--- config.mk ---
export PLATFORM = sky130hd
export DESIGN_NAME = ws2812_px_serializer
export DESIGN_NICKNAME = d
export VERILOG_FILES = /design/src/rtl/ws2812_px_serializer.sv
export SDC_FILE = /design/constraint.sdc
export NUM_CORES = 1
export LEC_CHECK = 0
export CAP_MARGIN = 15
export CORE_ASPECT_RATIO = 0.8
export CORE_MARGIN = 2
export CORE_UTILIZATION = 55
export DETAILED_ROUTE_END_ITERATION = 6
export PLACE_DENSITY = 0.81
export SLEW_MARGIN = 20
export SYNTH_ARGS = -nofsm -noshare
export SYNTH_HDL_FRONTEND = slang
export SYNTH_SLANG_ARGS = --single-unit
export TNS_END_PERCENT = 10
--- constraint.sdc ---
create_clock -name axis_aclk -period 5.9 [get_ports axis_aclk]
set_input_delay 0.59 -clock axis_aclk [delete_from_list [all_inputs] [get_ports axis_aclk]]
set_output_delay 0.59 -clock axis_aclk [all_outputs]
set_load 0.05 [all_outputs]
--- src/rtl/ws2812_px_serializer.sv ---
// WS2812 / NeoPixel single-wire serializer.
// Accepts one NUM_BITS-wide pixel word over a valid/ready handshake and shifts it out MSB first.
// Each bit lasts BIT_CYC clocks: high for T1H_CYC ('1') or T0H_CYC ('0') clocks, then low.
// The frame latch is left to the upstream, which keeps the line idle long enough.
// Optional build macro WS2812_INVERT_OUT_EN: o_serial is inverted, so reset and idle are high,
// for inverting level shifters. Handshake and timing do not change.

module ws2812_px_serializer #(
  parameter int unsigned CLK_HZ   = 72000000,
  parameter int unsigned T0H_CYC  = 29,
  parameter int unsigned T1H_CYC  = 58,
  parameter int unsigned BIT_CYC  = 90,
  parameter int unsigned NUM_BITS = 24
) (
  input  logic                axis_aclk,
  input  logic                axis_reset,
  input  logic [NUM_BITS-1:0] s_axis_data,
  input  logic                s_axis_valid,
  output logic                s_axis_ready,
  output logic                o_serial
);

  localparam int unsigned CycW = $clog2(BIT_CYC);
  localparam int unsigned BitW = $clog2(NUM_BITS + 1);

  localparam logic [CycW-1:0] T0hCyc   = CycW'(T0H_CYC);
  localparam logic [CycW-1:0] T1hCyc   = CycW'(T1H_CYC);
  localparam logic [CycW-1:0] CycLast  = CycW'(BIT_CYC - 1);
  localparam logic [BitW-1:0] BitsDone = BitW'(NUM_BITS);

`ifdef WS2812_INVERT_OUT_EN
  localparam logic InvOut = 1'b1;
`else
  localparam logic InvOut = 1'b0;
`endif

  // Reject bit timings that cannot produce a valid waveform.
  if (!(T0H_CYC > 0 && T0H_CYC < T1H_CYC && T1H_CYC < BIT_CYC && CLK_HZ > 0)) begin : g_cfg_check
    $error("ws2812_px_serializer: illegal bit timing configuration");
  end

  typedef enum logic {
    StIdle,
    StSend
  } state_e;

  state_e              state_q, state_d;
  logic [NUM_BITS-1:0] shreg_q, shreg_d;
  logic [BitW-1:0]     bit_q, bit_d;
  logic [CycW-1:0]     cyc_q, cyc_d;
  logic                ready_q, ready_d;
  logic                ser_q;
  logic                ser_d;

  // Next-state logic. In StSend the counters name the bit slot being driven from this edge on;
  // bit_q == NUM_BITS means the last low phase has just ended.
  always_comb begin
    state_d = state_q;
    shreg_d = shreg_q;
    bit_d   = bit_q;
    cyc_d   = cyc_q;
    ready_d = ready_q;
    ser_d   = 1'b0;
    unique case (state_q)
      StIdle: begin
        // ready_q is still low on the first edge after reset, so no transfer happens there.
        ready_d = 1'b1;
        if (s_axis_valid && ready_q) begin
          state_d = StSend;
          shreg_d = s_axis_data;
          bit_d   = '0;
          cyc_d   = '0;
          ready_d = 1'b0;
        end
      end
      StSend: begin
        ready_d = 1'b0;
        if (bit_q == BitsDone) begin
          state_d = StIdle;
          ready_d = 1'b1;
        end else begin
          ser_d = (cyc_q < (shreg_q[NUM_BITS-1] ? T1hCyc : T0hCyc));
          if (cyc_q == CycLast) begin
            cyc_d   = '0;
            bit_d   = bit_q + 1'b1;
            shreg_d = {shreg_q[NUM_BITS-2:0], 1'b0};
          end else begin
            cyc_d = cyc_q + 1'b1;
          end
        end
      end
      default: state_d = StIdle;
    endcase
  end

  // State, counter and output registers. Reset aborts any word in flight.
  always_ff @(posedge axis_aclk or posedge axis_reset) begin
    if (axis_reset) begin
      state_q <= StIdle;
      shreg_q <= '0;
      bit_q   <= '0;
      cyc_q   <= '0;
      ready_q <= 1'b0;
      ser_q   <= InvOut;
    end else begin
      state_q <= state_d;
      shreg_q <= shreg_d;
      bit_q   <= bit_d;
      cyc_q   <= cyc_d;
      ready_q <= ready_d;
      ser_q   <= ser_d ^ InvOut;
    end
  end

  assign s_axis_ready = ready_q;
  assign o_serial     = ser_q;

endmodule

# Word-level counts from Yosys, hierarchy flattened
# Cells that the tools add are included.
# word_totals
ff_bits	39
latch_bits	0
ram_bits	0
mem_bits_ro	0
input_bits	27
output_inout_bits	2
wordCells	39
mem_count	0
# classes
addsub	2
multipliers	0
div	0
order_cmp	1
eq_ne	5
shifts	0
muxes	21
n_bitwise	1
reduce_logical	3
# op_table
op	n
$mux 24	3
$pmux 24 s2	1
$mux 7	3
$mux 5	3
$pmux 7 s2	1
$pmux 5 s2	1
$add 7x1->7 const B	1
$eq 7x7->1 const B	1
$lt 7x6->1	1
$mux 1	6
$mux 6	1
$add 5x1->5 const B	1
$eq 5x5->1 const B	1
$ne 2x2->1 const B	2
$pmux 1 s2	2
$reduce_and 3->1	1
$ne 2x1->1 const B	1
$reduce_and 2->1	1
$logic_and 1x1->1	1
$not 1->1	1

# Depth between registers and ports, before layout
# Gate-level depths: netlist of the first run.
# logic_depth
ltp_word	4
mapped_depth	8
ltp_nobuf	6

# Least setup slack after synthesis of the first run
# Ideal clock, no wire load.
# synth_path
kind	flip-flop to flip-flop
start	register cyc_q[1]
end	register shreg_q[10]
arrival_ps	1770
path_slack_ps	4011
stages_incl_launch_ff	9
path_buffers	2
synth_period_minus_slack_ps	1889
path_cell_list	dfrtp_1 -> inv_1 -> ha_1 -> nand4bb_4 -> or4b_1 -> buf_2 -> buf_6 -> o22a_1 -> o21a_1
# synth_between
elab_chain_cells	3
# synth_lines
element	line	rtl
start: declaration	50	logic [CycW-1:0] cyc_q, cyc_d;
start signal: assignment	109	cyc_q <= cyc_d;
$eq 7x7->1	83	if (cyc_q == CycLast) begin
$ne 2x1->1 (no line)	--	
$reduce_and 3->1 (no line)	--	
end signal: assignment	107	shreg_q <= shreg_d;
end: declaration	48	logic [NUM_BITS-1:0] shreg_q, shreg_d;
# No other way between the ends.
# A chain may end at the register's enable or synchronous reset.

# Worst setup path after layout of the first run
# layout_path
start	register cyc_q[1]
end	register shreg_q[8]
# Same word-level chain as after synthesis.

==> flow_summary.json, run 1 <==
{
  "worstMarginPinSlew_ns": 0.495,
  "num_vias": 1466,
  "p_per_area_mw_per_mm2": 440,
  "maxCapViolations": 0,
  "yosysSeqAreaShare_pct": 51.4,
  "wl_per_cell_um": 15.6,
  "drc": 0,
  "ant_nets": 0,
  "finalSetupTns_ns": 0,
  "setup.worst_path.end_class": "flip-flop",
  "path_buf_inv": 2,
  "vias_per_cell": 6.06,
  "area_growth_pct": 20.3,
  "ys.flop_type": "dfrtp_1",
  "fp-row-count": 19,
  "clock_path_buffers": 2,
  "pre_cts_ws_ns": 3.68,
  "layout-drive-gt1-share_pct": 6.50,
  "overflow": 0,
  "initial_utilization_pct": 56.3,
  "grt_pass1_vias": 1432,
  "min_path_type": "reg -> reg",
  "crit_path_max_incr_delay_ns": 0.48,
  "clk_pin_slew_ns": 0.07,
  "grt_pass1_wl_um": 6610,
  "die_area_mm2": 0.00394,
  "synth_cells": 170,
  "clock_latency_ns": 0.30,
  "regArea_um2": 976,
  "yosysTopAreaCell": "dfrtp_1",
  "rsz0062_at_grt": "false",
  "synthDominantCellAreaShare_pct": 51.4,
  "yosysWarningCount": 0,
  "crit_path_start_kind": "flip-flop",
  "rr_worst_depth": 7,
  "ir_worst_vdd_v": 0.000248,
  "port_buffers": 28,
  "clock-sinks": 39,
  "coreArea_mm2": 0.00338,
  "report.final.setup_viol": 0,
  "status": "completed",
  "fin_skew_ns": 0.00621,
  "grt.total_usage_pct": 21.4,
  "post_cts_resized": 0,
  "path_cells": "inv_1 > ha_1 > nand4bb_4 > or4b_1 > buf_4 > nand2_2 > o21a_1",
  "slew_headroom_pct": 66.9,
  "min_path_cells": 1,
  "fp.dieH_um": 56.6,
  "die_x_um": 69.7,
  "antenna_found_initial": 0,
  "ys_top_cells_by_area": "dfrtp_1 (51%), o22a_1 (10%), o21a_1 (8.7%), ha_1 (4.6%), nand3_1 (2.4%)",
  "fmax_ghz": 0.452,
  "ys_types": 35,
  "first_pass_iters": 5,
  "cpMaxStageDelayCell": "or4b_1",
  "crit_path_max_fanout": 33,
  "h-tree-depth": 2,
  "ys_async_sr_fraction_pct": 100,
  "period_share_pct": 37.5,
  "critical_path_class": "reg -> reg",
  "post_cts_buffers": 0,
  "drtIter0Drc": 79,
  "dp_hpwl_um": 2590,
  "setup_ws_ns": 3.69,
  "cp_data_required_time_ns": 6.13,
  "ys_ff_latch": 39,
  "maxSlewViolCount": 0,
  "crit_family": "simple AND/OR/NAND/NOR gates",
  "multi_input_area_um2": 838,
  "synth-edff-count": 0,
  "finalHoldViolCount": 0,
  "grt_max_degree": 40,
  "holdBufCountCts": 0,
  "diodes": 0,
  "cts_tree": "done",
  "numCtsBuffers": 5,
  "period_needed_ns": 2.21,
  "synth_area_per_cell_um2": 11.2,
  "syn_area_mm2": 0.00190,
  "cts-root-buf": "clkbuf_8",
  "critical_path_cell_count": 7,
  "arrival_ns": 2.44,
  "fillCellCount": 265,
  "fin_nets": 233,
  "place_congestion": 0.966,
  "ioPinCount": 29,
  "p_leak_nw": 0.886,
  "wl_um": 3770,
  "synth_fp_nets": 204,
  "reg2reg_slack_ns": 3.69
}
==> worst reg2reg max path: stages, from the launching register on <==
cell and delay [ns]:
dfrtp_1 0.44, inv_1 0.08, ha_1 0.18, nand4bb_4 0.14, or4b_1 0.48, buf_4 0.25, nand2_2 0.38, o21a_1 0.19
==> metrics by stage <==
stage	hold slack [ns]	instance area (um^2)	total power, mW	std cells	utilization (%)
2_1_floorplan	0.465	1900	0.726	170	-
3_3_place_gp	0.474	2200	0.802	234	65.0
3_5_place_dp	0.482	2200	0.829	234	65.0
4_1_cts	0.498	2280	1.01	242	67.7
5_1_grt	0.522	2280	1.07	242	67.7
6_report	0.498	2280	1.00	242	67.7
==> layout make-up <==
class,count,share of cell area (%)
clock buffer,5,3.01
clock inverter,3,0.876
inverter,7,1.15
multi-input combinational,115,36.7
sequential,39,42.7
tap,42,2.30
timing repair buffer,31,13.3
==> layer usage <==
layer / part of all wire, % / track usage, %
met1: 47 / 29.1
met3: 6.2 / 6.28
met2: 46 / 33.7
met5: 0 / 0
met4: 1.0 / 6.59
==> synth_stat cells, types with 2 or more instances <==
cell type / count
dfrtp_1: 39
buf_6: 2
o21a_1: 22
o22a_1: 22
buf_4: 2
o22ai_1: 2
a31oi_1: 2
o211ai_1: 5
inv_1: 7
nand3_1: 9
a21oi_1: 3
nor4_1: 3
nand2_1: 11
o21ai_0: 9
clkbuf_1: 3
and2_1: 2
ha_1: 7
nand2b_1: 2
buf_2: 2
==> worst paths after layout <==
path	from	end
setup / recovery	cyc_q[1]	shreg_q[8]
min in group asynchronous	axis_reset	shreg_q[13]
hold / removal	shreg_q[11]	shreg_q[11]
setup reg to reg	cyc_q[1]	shreg_q[8]
max in group asynchronous	axis_reset	shreg_q[22]
hold reg to reg	shreg_q[11]	shreg_q[11]
==> report_power, final <==
group	switching, mW	internal (mW)
registers	0.101	0.385
clock network	0.0964	0.0822
logic	0.170	0.170
==> logic make-up (layout without fill, tap and decap cells) <==
| logic type | Yosys count | count (layout) | share of synthesized area [%] |
|---|---|---|---|
| adder cells (fa/ha/maj) | 7 | 7 | 4.61 |
| XOR/XNOR | 1 | 1 | 0.461 |
| AO/OA/AOI/OAI | 70 | 70 | 27.4 |
| flip-flops | 39 | 39 | 51.4 |
| buffers and inverters | 16 | 46 | 4.48 |
| AND/OR/NAND/NOR | 37 | 37 | 11.7 |
==> registers in the layout (all words and copies together) (netlist names) <==
signal and flops:
cyc_q 7, o_serial 1, shreg_q 24, state_q 1, bit_q 5, s_axis_ready 1
==> layout by cell type (no fill, tap or decap), types with 2 or more instances in the layout <==
cell,count
o21a_1,22
inv_1,7
dfrtp_1,39
buf_4,3
nand2_1,11
nand2b_1,2
o22ai_1,2
o211ai_1,5
clkdlybuf4s50_1,28
o22a_1,22
nand3_1,9
and2_1,2
a31oi_1,2
ha_1,7
clkbuf_8,5
clkinvlp_4,2
nor4_1,3
a21oi_1,3
o21ai_0,9
(Power assumes the default switching activity.)
==> inputs of run 2 (changes only) <==
--- a/config.mk
+++ b/config.mk
@@ -8,9 +8,9 @@
 export CAP_MARGIN = 15
 export CORE_ASPECT_RATIO = 0.8
 export CORE_MARGIN = 2
-export CORE_UTILIZATION = 55
+export CORE_UTILIZATION = 53
 export DETAILED_ROUTE_END_ITERATION = 6
-export PLACE_DENSITY = 0.81
+export PLACE_DENSITY = 0.79
 export SLEW_MARGIN = 20
 export SYNTH_ARGS = -nofsm -noshare
 export SYNTH_HDL_FRONTEND = slang
==> constraint.sdc (replaced) <==
create_clock -name axis_aclk -period 2.3 [get_ports axis_aclk]
set_input_delay 0.23 -clock axis_aclk [delete_from_list [all_inputs] [get_ports axis_aclk]]
set_output_delay 0.23 -clock axis_aclk [all_outputs]
set_load 0.05 [all_outputs]
==> flow_summary.json, run 2 (same netlist as run 1, synthesis figures left out) <==
{
  "status": "completed",
  "finalSetupTns_ns": 0,
  "clock_latency_ns": 0.28,
  "setup.worst_path.end_class": "flip-flop",
  "post_cts_resized": 0,
  "final_area_mm2": 0.00231,
  "maxSlewViolCount": 0,
  "ant_nets": 0,
  "place_congestion": 0.848,
  "coreArea_mm2": 0.00342,
  "area_growth_pct": 21.7,
  "cts-root-buf": "clkbuf_8",
  "grt_pass1_wl_um": 6700,
  "grt.total_usage_pct": 21.0,
  "num_vias": 1464,
  "dpl_cell_area_mm2": 0.00221,
  "report.final.setup_viol": 0,
  "crit_path_start_kind": "flip-flop",
  "fp.dieH_um": 57.5,
  "pre_cts_ws_ns": 0.240,
  "clk_pin_slew_ns": 0.07,
  "clock-sinks": 39,
  "die_x_um": 70.9,
  "ioPinCount": 29,
  "fin_nets": 235,
  "grt_pass1_vias": 1400,
  "critical_path_class": "reg -> reg",
  "port_buffers": 28,
  "clock_path_buffers": 2,
  "period_needed_ns": 2.07,
  "slew_headroom_pct": 67.4,
  "holdBufCountCts": 0,
  "cp_data_required_time_ns": 2.47,
  "p_per_area_mw_per_mm2": 1140,
  "p_leak_nw": 0.906,
  "dp_hpwl_um": 2730,
  "overflow": 0,
  "min_path_type": "in -> async",
  "fp-row-count": 19,
  "holdWs_ns": 0.362,
  "ir_worst_vdd_v": 0.000654,
  "maxCapViolations": 0,
  "post_cts_buffers": 0,
  "largest_register_ffs": 24,
  "drtIter0Drc": 70,
  "grt_max_degree": 40,
  "numCtsBuffers": 5,
  "fin_skew_ns": 0.00641,
  "initial_utilization_pct": 55.5,
  "period_share_pct": 90.2,
  "arrival_ns": 2.25,
  "setup_ws_ns": 0.225,
  "final_common_cell": "dfrtp_1",
  "finalHoldViolCount": 0,
  "largestRegisters": "shreg_q (24), cyc_q (7), bit_q (5)",
  "wl_um": 3930,
  "first_pass_iters": 4,
  "vias_per_cell": 6.00,
  "final_cell_mix": "dfrtp_1 (39), clkdlybuf4s50_1 (28), o22a_1 (22), o21a_1 (22), nand2_1 (11)",
  "crit_path_max_fanout": 21,
  "rsz0062_at_grt": "false",
  "die_area_mm2": 0.00408,
  "diodes": 0,
  "fmax_ghz": 0.482,
  "h-tree-depth": 2,
  "top_register": "shreg_q",
  "worstMarginPinSlew_ns": 0.488,
  "layout-drive-gt1-share_pct": 6.93,
  "antenna_found_initial": 0,
  "drc": 0,
  "cts_tree": "done",
  "wl_per_cell_um": 16.1
}
run 2: cell count changes in the layout (fill, tap and decap cells not counted), sizes merged:
cell and change:
clkinvlp -2, clkbuf +3, clkinv -1, buf +2
run 2: cell type report:
class / count / area (um^2)
fillers: 264 / 1110
flip-flops and latches: 39 / 976
multi-input cells: 115 / 838
repair buffers: 33 / 318
clock buffers: 8 / 100
well taps: 42 / 52.6
inverters: 7 / 26.3
run 2: stage by stage:
step / instances / power (mW) / util [%]
after CTS: 244 / 2.66 / 67.5
after detailed placement: 236 / 2.15 / 64.6
final: 244 / 2.65 / 67.5
after floorplan: 170 / 1.86 / -
after global routing: 244 / 2.82 / 67.5
after global placement: 236 / 2.07 / 64.6
run 2: final timing paths:
kind | from | endpoint | slack, ns | cells after the start
hold reg to reg | shreg_q[10] | shreg_q[10] | 0.50 | 1
setup / recovery | cyc_q[1] | shreg_q[2] | 0.23 | 7
hold / removal | axis_reset | cyc_q[5] | 0.36 | 3
max in group asynchronous | axis_reset | cyc_q[2] | 1.59 | 3
setup reg to reg | cyc_q[1] | shreg_q[2] | 0.23 | 7
min in group axis_aclk | shreg_q[10] | shreg_q[10] | 0.50 | 1
run 2: routing by layer:
metal	GRT usage [%]	share of wire, %	wire [um]	up-vias
li1	-	-	-	700
met1	29.1	46	1820	699
met2	33.0	46	1810	56
met3	5.30	6.2	245	9
met4	6.47	1.3	53	0
met5	0	0	0	-
run 2: power breakdown:
group | switching [mW] | internal, mW
clock network | 0.229 | 0.274
registers | 0.256 | 0.987
logic | 0.456 | 0.444
run 2: critical path, stage by stage (launching register included):
cell and delay (ns):
dfrtp_1 0.45, inv_1 0.08, ha_1 0.19, nand4bb_4 0.14, or4b_1 0.56, buf_4 0.24
o22a_1 0.19, o21a_1 0.10
